==> config.mk <==
export PLATFORM = sky130hd
export DESIGN_NAME = cache_port_arbiter
export DESIGN_NICKNAME = d
export VERILOG_FILES = /design/src/rtl/cache_port_arbiter.sv
export SDC_FILE = /design/constraint.sdc
export NUM_CORES = 1
export LEC_CHECK = 0
export CAP_MARGIN = 10
export CORE_MARGIN = 8
export CORE_UTILIZATION = 43
export DETAILED_ROUTE_END_ITERATION = 6
export PLACE_DENSITY = 0.88
export SYNTH_ARGS = -nofsm -noshare
export SYNTH_HDL_FRONTEND = slang
export SYNTH_SLANG_ARGS = --single-unit
==> constraint.sdc <==
create_clock -name CLK -period 4.4 [get_ports CLK]
set_input_delay 0.66 -clock CLK [delete_from_list [all_inputs] [get_ports CLK]]
set_output_delay 0.66 -clock CLK [all_outputs]
set_load 0.005 [all_outputs]
==> src/rtl/cache_port_arbiter.sv <==
// Two-port (fetch / data) arbiter in front of the single-ported cache, with a stall watchdog.
// Optional round-robin arbitration is enabled by defining ARB_ROUND_ROBIN_EN; default is fixed data priority.
module cache_port_arbiter #(
  parameter int ADDR_W        = 10,
  parameter int DATA_W        = 32,
  parameter int STALL_TIMEOUT = 64
) (
  input  logic              CLK,
  input  logic              RST,
  input  logic              if_req,
  input  logic [ADDR_W-1:0] if_addr,
  output logic              if_done,
  output logic [DATA_W-1:0] if_rdata,
  input  logic              d_req,
  input  logic              d_we,
  input  logic [ADDR_W-1:0] d_addr,
  input  logic [DATA_W-1:0] d_wdata,
  output logic              d_done,
  output logic [DATA_W-1:0] d_rdata,
  output logic              MemRead,
  output logic              MemWrite,
  output logic [ADDR_W-1:0] WoreAddress,
  output logic [DATA_W-1:0] DataIn,
  input  logic              stall,
  input  logic [DATA_W-1:0] DataOut,
  output logic              err
);

  localparam logic [1:0] IDLE   = 2'd0;
  localparam logic [1:0] ACCESS = 2'd1;
  localparam logic [1:0] DONE   = 2'd2;

  // err sets on the stalled edge that brings the count up to STALL_TIMEOUT
  localparam logic [15:0] TIMEOUT_M1 = 16'(STALL_TIMEOUT - 1);

  logic [1:0]        stateReg;
  logic [1:0]        stateNext;
  logic              cmdIdReg;      // 1 = data port owns the access
  logic              cmdWeReg;
  logic [ADDR_W-1:0] cmdAddrReg;
  logic [DATA_W-1:0] cmdDataReg;
  logic [15:0]       stallCntReg;
  logic              errReg;
  logic [DATA_W-1:0] ifRdataReg;
  logic [DATA_W-1:0] dRdataReg;
  logic              grantData;
  logic              anyReq;

`ifdef ARB_ROUND_ROBIN_EN
  logic              lastGrantReg;  // 1 = data won the previous arbitration
`endif

  assign anyReq = if_req | d_req;

  always_comb begin
`ifdef ARB_ROUND_ROBIN_EN
    if (if_req && d_req) begin
      grantData = ~lastGrantReg;
    end else begin
      grantData = d_req;
    end
`else
    grantData = d_req;
`endif
  end

  always_comb begin
    stateNext = stateReg;
    case (stateReg)
      IDLE:    if (anyReq) stateNext = ACCESS;
      ACCESS:  if (!stall) stateNext = DONE;
      DONE:    stateNext = IDLE;
      default: stateNext = IDLE;
    endcase
  end

  always_ff @(posedge CLK or posedge RST) begin
    if (RST) begin
      stateReg    <= IDLE;
      cmdIdReg    <= 1'b0;
      cmdWeReg    <= 1'b0;
      cmdAddrReg  <= '0;
      cmdDataReg  <= '0;
      stallCntReg <= '0;
      errReg      <= 1'b0;
      ifRdataReg  <= '0;
      dRdataReg   <= '0;
`ifdef ARB_ROUND_ROBIN_EN
      lastGrantReg <= 1'b1;
`endif
    end else begin
      stateReg <= stateNext;
      case (stateReg)
        IDLE: begin
          if (anyReq) begin
            cmdIdReg    <= grantData;
            cmdWeReg    <= grantData & d_we;
            cmdAddrReg  <= grantData ? d_addr : if_addr;
            cmdDataReg  <= grantData ? d_wdata : '0;
            stallCntReg <= '0;
`ifdef ARB_ROUND_ROBIN_EN
            lastGrantReg <= grantData;
`endif
          end
        end
        ACCESS: begin
          if (stall) begin
            if (stallCntReg != 16'hFFFF) stallCntReg <= stallCntReg + 16'd1;
            if (stallCntReg >= TIMEOUT_M1) errReg <= 1'b1;
          end else if (!cmdWeReg) begin
            if (cmdIdReg) dRdataReg <= DataOut;
            else          ifRdataReg <= DataOut;
          end
        end
        default: ;
      endcase
    end
  end

  // All outputs come from registers so stall/DataOut never reach them combinationally
  assign MemRead     = (stateReg == ACCESS) && !cmdWeReg;
  assign MemWrite    = (stateReg == ACCESS) && cmdWeReg;
  assign WoreAddress = cmdAddrReg;
  assign DataIn      = cmdDataReg;
  assign if_done     = (stateReg == DONE) && !cmdIdReg;
  assign d_done      = (stateReg == DONE) && cmdIdReg;
  assign if_rdata    = ifRdataReg;
  assign d_rdata     = dRdataReg;
  assign err         = errReg;

endmodule
==> results.py, run 1 <==
metrics = {
    "finish": {
        "multi_input_area_um2": 1800,
        "num_antenna_cells": 0,
        "nNetsFinal": 661,
        "final_common_cell": "clkdlybuf4s50_1",
        "seqCellArea_um2": 3180,
        "drive_above_1_share_pct": 19.4,
        "n_fill_cell": 802,
        "syn_to_final_growth_pct": 53.6,
        "final_cell_mix": "clkdlybuf4s50_1 (200), dfrtp_1 (127), mux2_2 (64)",
    },
    "routing": {
        "drt_first_pass_iters": 4,
        "wl_met3_um": 1400,
        "post_drt_via_cell_ratio": 5.25,
        "drt_wl_total_um": 14100,
        "drt-met1-wl_um": 5850,
        "wl_met2_um": 6730,
        "highest_layer": "met4",
        "antenna_left": 0,
        "first_iter_violations": 345,
        "dr_total_vias": 3802,
        "wl_per_cell_um": 19.4,
        "drc_errors": 0,
    },
    "synth": {
        "ys_ff_latch": 127,
        "muxShareOfSynthArea_pct": 16.4,
        "synth_compound_area_share_pct": 10.3,
        "synthArstFlopShare_pct": 100,
        "avgSynthCellArea_um2": 13.9,
        "synthCells": 366,
        "synth-xor-area-share_pct": 1.03,
        "yosysWarnings": 0,
        "ys_types": 45,
        "syn-num-nets": 457,
        "ys_seq_area_share_pct": 62.6,
        "synthAdderAreaFrac_pct": 0.246,
        "synth_top_family_by_area": "multiplexers",
        "synth-main-ff-cell": "dfrtp_1",
        "synth-simple-area-share_pct": 7.17,
        "netlist_area_um2": 5080,
        "synth_edf_count": 0,
    },
    "clock_network": {
        "clockBufferDepth": 2,
        "numCtsBuffers": 17,
        "cts_tree": "done",
        "cts_resized": 0,
        "path_clk_slew_ns": 0.05,
        "cts_max_level": 4,
        "worstSkewPairLatency_ns": 0.40,
        "cts_setup_buffers": 0,
        "clockRootBuffer": "clkbuf_16",
        "hold_buffers": 0,
        "cts_sinks": 127,
    },
    "global_route": {
        "track_usage_pct": 18.0,
        "grt_max_degree": 71,
        "grt_pass1_vias": 4168,
        "grt_remaining_overflow": 0,
        "antenna_found_initial": 0,
        "grt_pass1_wl_um": 22500,
    },
    "worst_setup_path": {
        "critical-path-slowest-cell": "clkdlybuf4s50_1",
        "cp_data_required_time_ns": 4.72,
        "reg2reg_from": "stateReg[1]",
        "crit_start": "d_req",
        "crit_chain": "clkdlybuf4s50_1 > nor3_1 > nor4_4 > o2111ai_2 > or4_1 > a21oi_2",
        "critPathKind": "input pin to flop",
        "endpoint_kind": "flop",
        "crit_fanout": 14,
        "ff2ff_setup_slack_ns": 2.05,
        "worst_setup_path_start_kind": "input pin",
        "r2r.worst_path.cells": 5,
        "endpoint": "stallCntReg[15]",
        "max_stage_delay_ns": 1.01,
        "critPathArrivalTime_ns": 3.29,
        "r2r_end": "d_rdata[22]",
    },
    "timing": {
        "finalCriticalPeriod_ns": 2.97,
        "setup_tns_ns": 0,
        "min_period_over_period_pct": 67.5,
        "relSlewSlack_pct": 18.8,
        "rsz0062_at_grt": "no",
        "worst_pin_slew_ns": 1.22,
        "hold_viol": 0,
        "finalClockSkew_ns": 0.0126,
        "setup_viol": 0,
        "fmax_mhz": 337,
        "drv_slew": 0,
    },
    "outcome": {
        "status": "finished, final reports clean",
    },
    "pwr": {
        "switching_share_pct": 27.5,
        "pwr-share-comb_pct": 37.0,
        "p_sw_mw": 1.41,
        "power.density_nw_per_um2": 659,
        "sequentialPowerShare_pct": 38.2,
        "p_int_mw": 3.73,
        "cellLeakagePower_nw": 3.34,
        "peakVddDrop_uv": 366,
        "p_clk_share_pct": 24.8,
        "fin_total_pwr_mw": 5.14,
    },
    "die": {
        "rows": 39,
        "ios": 201,
        "fp.dieH_um": 125,
        "core_um2": 11500,
        "die_w_um": 125,
        "start_util_pct": 44.3,
        "dieArea_um2": 15500,
    },
    "placed_design": {
        "dpl.hpwl_um": 10500,
        "port_buffers": 200,
        "gp_congestion": 0.894,
    },
    "hold_path": {
        "worstHoldPathType": "flop to flop",
    },
    "job": {
        "drv_cap": 0,
    },
}
-- layout make-up --
class,instances,area share [%]
clock buffers,19,5.81
flip-flops and latches,127,40.7
well taps,143,2.29
multi-input cells,214,23.1
clock inverters,11,1.20
inverters,5,0.273
repair buffers,205,26.6
-- worst min path at each step --
stage | start | endpoint | slack [ns] | depth (start not counted)
floorplan | err | err | 0.47 | 1
global placement | err | err | 0.46 | 1
detailed placement | WoreAddress[1] | WoreAddress[1] | 0.47 | 2
CTS | WoreAddress[0] | WoreAddress[0] | 0.48 | 2
global route | err | err | 0.51 | 1
finish | WoreAddress[0] | WoreAddress[0] | 0.48 | 2
-- stage by stage --
stage | area, µm² | utilization [%] | hold WS (ns) | worst slack (ns) | std cells
final | 7800 | 68.0 | 0.480 | 1.43 | 724
after CTS | 7770 | 67.8 | 0.481 | 1.45 | 723
after global routing | 7800 | 68.0 | 0.507 | 1.30 | 724
after global placement | 7230 | 63.0 | 0.457 | 1.19 | 693
after floorplan | 5080 | - | 0.466 | 0.356 | 366
after detailed placement | 7230 | 63.0 | 0.470 | 1.04 | 693
-- cell usage after synthesis (6+ instances only) --
master      n  area (µm²)
mux2_2     64         721
nand2_1    17        63.8
dfrtp_1   127        3180
mux2i_1    10         100
nor2_1     12        45.0
buf_2       6        30.0
a22o_1     33         289
clkbuf_1   12        45.0
o21ai_0    11        55.1
-- flip-flops by register name, summed over array words and instances (netlist names) --
| register | cells |
|---|---|
| DataIn | 32 |
| WoreAddress | 10 |
| cmdIdReg | 1 |
| cmdWeReg | 1 |
| d_rdata | 32 |
| err | 1 |
| if_rdata | 32 |
| stallCntReg | 16 |
| stateReg | 2 |
-- cell families (layout without fill, tap and decap cells) --
| group | Yosys count | in the layout |
|---|---|---|
| multiplexers | 75 | 75 |
| AO/OA/AOI/OAI | 67 | 67 |
| adder cells (fa/ha/maj) | 1 | 1 |
| XOR/XNOR | 6 | 6 |
| flip-flops | 127 | 127 |
| AND/OR/NAND/NOR | 65 | 65 |
| buffers and inverters | 25 | 240 |
-- power by group through the flow --
stage	sequential [mW]	clock (mW)	combinational (mW)
floorplan	1.96	0	0.632
global placement	1.95	0	1.86
detailed placement	1.98	0	1.93
CTS	1.97	1.31	1.93
global route	2.02	1.36	2.04
finish	1.97	1.27	1.90
-- worst max-delay path: cells and delay by family --
family,cells,cell delay [ns]
buf+inv,1,1.01
compound gates,2,0.47
simple gates,3,1.15
-- per-layer routing --
metal,GRT usage [%],vias to the layer above
li1,-,1736
met1,21.6,1876
met5,0,-
met4,4.54,0
met3,8.26,7
met2,28.6,183
Note: power is estimated with default switching activity, not from simulation.
==> inputs of run 2 (changes only) <==
--- a/config.mk
+++ b/config.mk
@@ -7,9 +7,9 @@
 export LEC_CHECK = 0
 export CAP_MARGIN = 10
 export CORE_MARGIN = 8
-export CORE_UTILIZATION = 43
+export CORE_UTILIZATION = 39
 export DETAILED_ROUTE_END_ITERATION = 6
-export PLACE_DENSITY = 0.88
+export PLACE_DENSITY = 0.85
 export SYNTH_ARGS = -nofsm -noshare
 export SYNTH_HDL_FRONTEND = slang
 export SYNTH_SLANG_ARGS = --single-unit
==> constraint.sdc (replaced) <==
create_clock -name CLK -period 2.6 [get_ports CLK]
set_input_delay 0.39 -clock CLK [delete_from_list [all_inputs] [get_ports CLK]]
set_output_delay 0.39 -clock CLK [all_outputs]
set_load 0.005 [all_outputs]
==> run 2 against run 1 <==
Effect of this change: sequential cell count is the same; first-iteration DRC count fell by 54%; largest power group unchanged; critical path depth shrank 3; register-to-register slack worse by 1.6 ns.
==> results.py, run 2 (same netlist as run 1, synthesis figures left out) <==
metrics = {
    "outcome": {
        "status": "finished, final reports clean",
    },
    "timing": {
        "timing.hold.ws_ns": 0.454,
        "setup_viol": 0,
        "worst_pin_slew_ns": 0.723,
        "fmax_mhz": 424,
        "hold_viol": 0,
        "finalCriticalPeriod_ns": 2.36,
        "fin_ws_ns": 0.240,
        "setup_tns_ns": 0,
        "min_period_over_period_pct": 90.8,
        "rsz0062_at_grt": "no",
        "relSlewSlack_pct": 51.7,
        "finalClockSkew_ns": 0.00741,
        "drv_slew": 0,
    },
    "worst_setup_path": {
        "worst_setup_path_start_kind": "flop",
        "endpoint_kind": "output port",
        "r2r.worst_path.cells": 5,
        "critPathArrivalTime_ns": 1.97,
        "cp_data_required_time_ns": 2.21,
        "crit_fanout": 7,
        "critPathKind": "flop to output port",
    },
    "finish": {
        "syn_to_final_growth_pct": 57.1,
        "num_antenna_cells": 0,
        "nNetsFinal": 666,
        "drive_above_1_share_pct": 19.9,
        "final_common_cell": "clkdlybuf4s50_1",
        "final_cell_mix": "clkdlybuf4s50_1 (200), dfrtp_1 (127), mux2_2 (64)",
        "layout.cells.non_filler": 759,
    },
    "clock_network": {
        "clockBufferDepth": 2,
        "path_clk_slew_ns": 0.06,
        "cts_resized": 0,
        "cts_tree": "done",
        "worstSkewPairLatency_ns": 0.40,
        "cts_setup_buffers": 0,
        "numCtsBuffers": 17,
        "clockRootBuffer": "clkbuf_16",
        "hold_buffers": 0,
        "cts_max_level": 4,
        "cts_sinks": 127,
    },
    "global_route": {
        "grt_pass1_vias": 4221,
        "grt_max_degree": 55,
        "grt_pass1_wl_um": 22600,
        "track_usage_pct": 17.3,
        "antenna_found_initial": 0,
        "grt_remaining_overflow": 0,
    },
    "die": {
        "rows": 41,
        "ios": 201,
        "core_um2": 12700,
        "start_util_pct": 40.1,
        "die_w_um": 130,
        "fp.dieH_um": 130,
        "dieArea_um2": 16900,
    },
    "job": {
        "drv_cap": 0,
    },
    "routing": {
        "wl_per_cell_um": 18.9,
        "antenna_left": 0,
        "drt_wl_total_um": 14300,
        "drc_errors": 0,
        "first_iter_violations": 160,
        "drt_first_pass_iters": 4,
        "dr_total_vias": 3837,
        "post_drt_via_cell_ratio": 5.06,
    },
    "placed_design": {
        "gp_congestion": 0.811,
        "dp.cells": 728,
        "dp_worst_setup_slack_ns": 0.245,
        "port_buffers": 200,
        "dpl.hpwl_um": 10700,
    },
    "pwr": {
        "cellLeakagePower_nw": 3.40,
        "peakVddDrop_uv": 488,
        "power.density_nw_per_um2": 1140,
    },
    "hold_path": {
        "worstHoldPathType": "input pin to asynchronous set/reset pin",
    },
}
run 2: cell types whose count changed in the layout (fill, tap and decap cells not counted), sizes merged:
cell	delta
buf	+5
inv	-1
bufinv	+3
clkinvlp	-1
clkbuf	+3
clkinv	-3
run 2: routing by layer:
layer	share of wire [%]	global-route usage [%]	vias to the layer above
li1	-	-	1752
met1	40	19.6	1913
met2	50	29.7	161
met3	9.0	6.53	11
met4	0.84	5.26	0
met5	0	0	-
run 2: cell type report:
cell class                      instances  area, µm²
Clock buffer                           22        474
Clock inverter                          9        158
Fill cell                             976       4690
Inverter                                5       22.5
Multi-Input combinational cell        214       1800
Sequential cell                       127       3180
Tap cell                              172        215
Timing Repair Buffer                  210       2130
run 2: path summary, 6_finish.rpt:
check / slack [ns] / start / endpoint
setup / recovery: 0.24 / stateReg[1] / MemRead
hold / removal: 0.45 / RST / DataIn[0]
setup reg to reg: 0.46 / stallCntReg[8] / stallCntReg[9]
hold reg to reg: 0.48 / err / err
min in group CLK: 0.48 / err / err
max in group asynchronous: 1.46 / RST / d_rdata[16]
run 2: per-stage QoR:
step	instance area, µm²	total power [mW]	utilization, %
2_1_floorplan	5080	4.39	-
3_3_place_gp	7350	6.50	58.0
3_5_place_dp	7350	6.63	58.0
4_1_cts	7980	9.18	63.0
5_1_grt	7980	9.57	63.0
6_report	7980	9.06	63.0
run 2: report_power, final:
group | total (mW) | switching (mW) | internal (mW)
Combinational | 3.23 | 1.07 | 2.16
Sequential | 3.32 | 0.509 | 2.81
Clock | 2.50 | 0.827 | 1.68
Total | 9.06 | 2.40 | 6.65
run 2: worst max-delay path: stages (launching register included):
cell and delay (ns):
dfrtp_1 0.49, nand2b_1 0.29, nor2_1 0.20, clkdlybuf4s50_1 0.59
==> inputs of run 3 (changes only) <==
==> constraint.sdc (replaced) <==
create_clock -name CLK -period 2.6 [get_ports CLK]
set_input_delay 0.52 -clock CLK [delete_from_list [all_inputs] [get_ports CLK]]
set_output_delay 0.52 -clock CLK [all_outputs]
set_load 0.005 [all_outputs]
==> run 3 against run 2 <==
Effect of this change: clock skew up 0.0054 ns; global-route usage down 0.75 points; die area unchanged; core utilization is 0.60 points lower; clock power is 11% lower; final area shrank 0.96%; worst setup slack worse by 0.050 ns; sequential cell count unchanged; sequential power barely moved; clock-buffer cell count decreased by 4; sequential share of layout area grew 0.38 points; highest routed layer unchanged.
==> results.py, run 3 (same netlist as run 1, synthesis figures left out) <==
metrics = {
    "routing": {
        "first_iter_violations": 149,
        "drt_wl_total_um": 13800,
        "antenna_left": 0,
        "dr_total_vias": 3840,
        "drt_first_pass_iters": 4,
        "drc_errors": 0,
        "post_drt_via_cell_ratio": 5.05,
        "wl_per_cell_um": 18.1,
    },
    "die": {
        "fp.dieH_um": 130,
        "rows": 41,
        "dieArea_um2": 16900,
        "die_w_um": 130,
        "core_um2": 12700,
        "start_util_pct": 40.1,
        "ios": 201,
    },
    "worst_setup_path": {
        "max_stage_delay_ns": 0.57,
        "crit_chain": "nand2b_1 > nor2_1 > clkdlybuf4s50_1",
        "ff2ff_setup_slack_ns": 0.37,
        "worst_setup_path_start_kind": "flop",
        "r2r.worst_path.cells": 5,
        "crit_fanout": 7,
        "critPathKind": "flop to output port",
        "critPathArrivalTime_ns": 1.89,
        "r2r_end": "stallCntReg[15]",
        "cp_data_required_time_ns": 2.08,
        "reg2reg_from": "stallCntReg[8]",
        "endpoint_kind": "output port",
        "critical-path-slowest-cell": "clkdlybuf4s50_1",
    },
    "clock_network": {
        "cts_tree": "done",
        "path_clk_slew_ns": 0.06,
        "cts_setup_buffers": 0,
        "hold_buffers": 0,
        "cts_max_level": 4,
        "clockRootBuffer": "clkbuf_16",
        "cts_resized": 0,
        "cts_sinks": 127,
        "worstSkewPairLatency_ns": 0.40,
        "clockBufferDepth": 2,
        "numCtsBuffers": 17,
    },
    "global_route": {
        "grt_pass1_vias": 4209,
        "antenna_found_initial": 0,
        "grt_max_degree": 94,
        "grt_remaining_overflow": 0,
        "grt_pass1_wl_um": 21600,
        "track_usage_pct": 16.5,
    },
    "pwr": {
        "peakVddDrop_uv": 440,
        "power.density_nw_per_um2": 1110,
        "cellLeakagePower_nw": 3.36,
    },
    "timing": {
        "setup_viol": 0,
        "rsz0062_at_grt": "no",
        "setup_tns_ns": 0,
        "min_period_over_period_pct": 92.7,
        "finalCriticalPeriod_ns": 2.41,
        "relSlewSlack_pct": 61.1,
        "timing.hold.ws_ns": 0.479,
        "finalClockSkew_ns": 0.0128,
        "fmax_mhz": 415,
        "hold_viol": 0,
        "drv_slew": 0,
        "worst_pin_slew_ns": 0.581,
    },
    "job": {
        "drv_cap": 0,
    },
    "hold_path": {
        "holdCritStartpoint": "WoreAddress[1]",
        "hold_path_depth": 2,
        "worstHoldPathType": "flop to flop",
        "worstHoldEndpoint": "WoreAddress[1]",
    },
    "finish": {
        "nNetsFinal": 667,
        "n_fill_cell": 1001,
        "final_cell_mix": "clkdlybuf4s50_1 (200), dfrtp_1 (127), mux2_2 (64)",
        "num_antenna_cells": 0,
        "final_common_cell": "clkdlybuf4s50_1",
        "drive_above_1_share_pct": 20.4,
        "syn_to_final_growth_pct": 55.6,
    },
    "placed_design": {
        "dpl.hpwl_um": 10300,
        "port_buffers": 200,
        "gp_congestion": 0.813,
    },
    "outcome": {
        "status": "finished, final reports clean",
    },
}
[run 3: routing by layer]
layer  vias up  share of wire, %  global-route usage (%)  wire length [µm]
met5         -                 0                       0                 0
met4         0               2.1                    7.17               286
met3        31               8.5                    6.24              1170
met2       187                49                    27.5              6800
met1      1869                40                    18.7              5530
li1       1753                 -                       -                 -
[run 3: worst max-delay path by stage]
stage / startpoint / end / slack, ns
5_1_grt: stateReg[1] / MemRead / 0.09
6_report: stateReg[1] / MemRead / 0.19
3_3_place_gp: d_req / stallCntReg[15] / 0.15
4_1_cts: stateReg[1] / MemRead / 0.14
3_5_place_dp: d_req / stallCntReg[15] / 0.09
2_1_floorplan: RST / DataIn[0] / 0.51
[run 3: stage by stage]
| stage | worst slack, ns | instance area (µm²) | util (%) | total power [mW] | std cells |
|---|---|---|---|---|---|
| after floorplan | 0.513 | 5080 | - | 4.39 | 366 |
| after global placement | 0.146 | 7340 | 57.9 | 6.50 | 729 |
| after detailed placement | 0.0899 | 7340 | 57.9 | 6.62 | 729 |
| after CTS | 0.137 | 7900 | 62.4 | 8.90 | 761 |
| after global routing | 0.0872 | 7900 | 62.4 | 9.26 | 761 |
| final | 0.190 | 7900 | 62.4 | 8.76 | 761 |
[run 3: layout make-up]
class | instances | area [µm²] | share of cell area, %
Clock buffer | 18 | 429 | 5.43
Clock inverter | 14 | 131 | 1.66
Inverter | 5 | 22.5 | 0.285
Multi-Input combinational cell | 214 | 1800 | 22.8
Tap cell | 172 | 215 | 2.72
Sequential cell | 127 | 3180 | 40.2
Timing Repair Buffer | 211 | 2120 | 26.9
[run 3: power breakdown]
group          leakage, nW  total, mW  internal (mW)  switching [mW]
logic                 1.52       3.22           2.17            1.06
registers             1.58       3.31           2.81           0.501
clock network        0.265       2.23           1.33           0.896
total                 3.36       8.76           6.31            2.45
[run 3: worst max-delay path: cells and delay by family (launching register included)]
| family | cells | cell delay, ns |
|---|---|---|
| DFF | 1 | 0.48 |
| and+or+nand+nor | 2 | 0.45 |
| buffers and inverters | 1 | 0.57 |
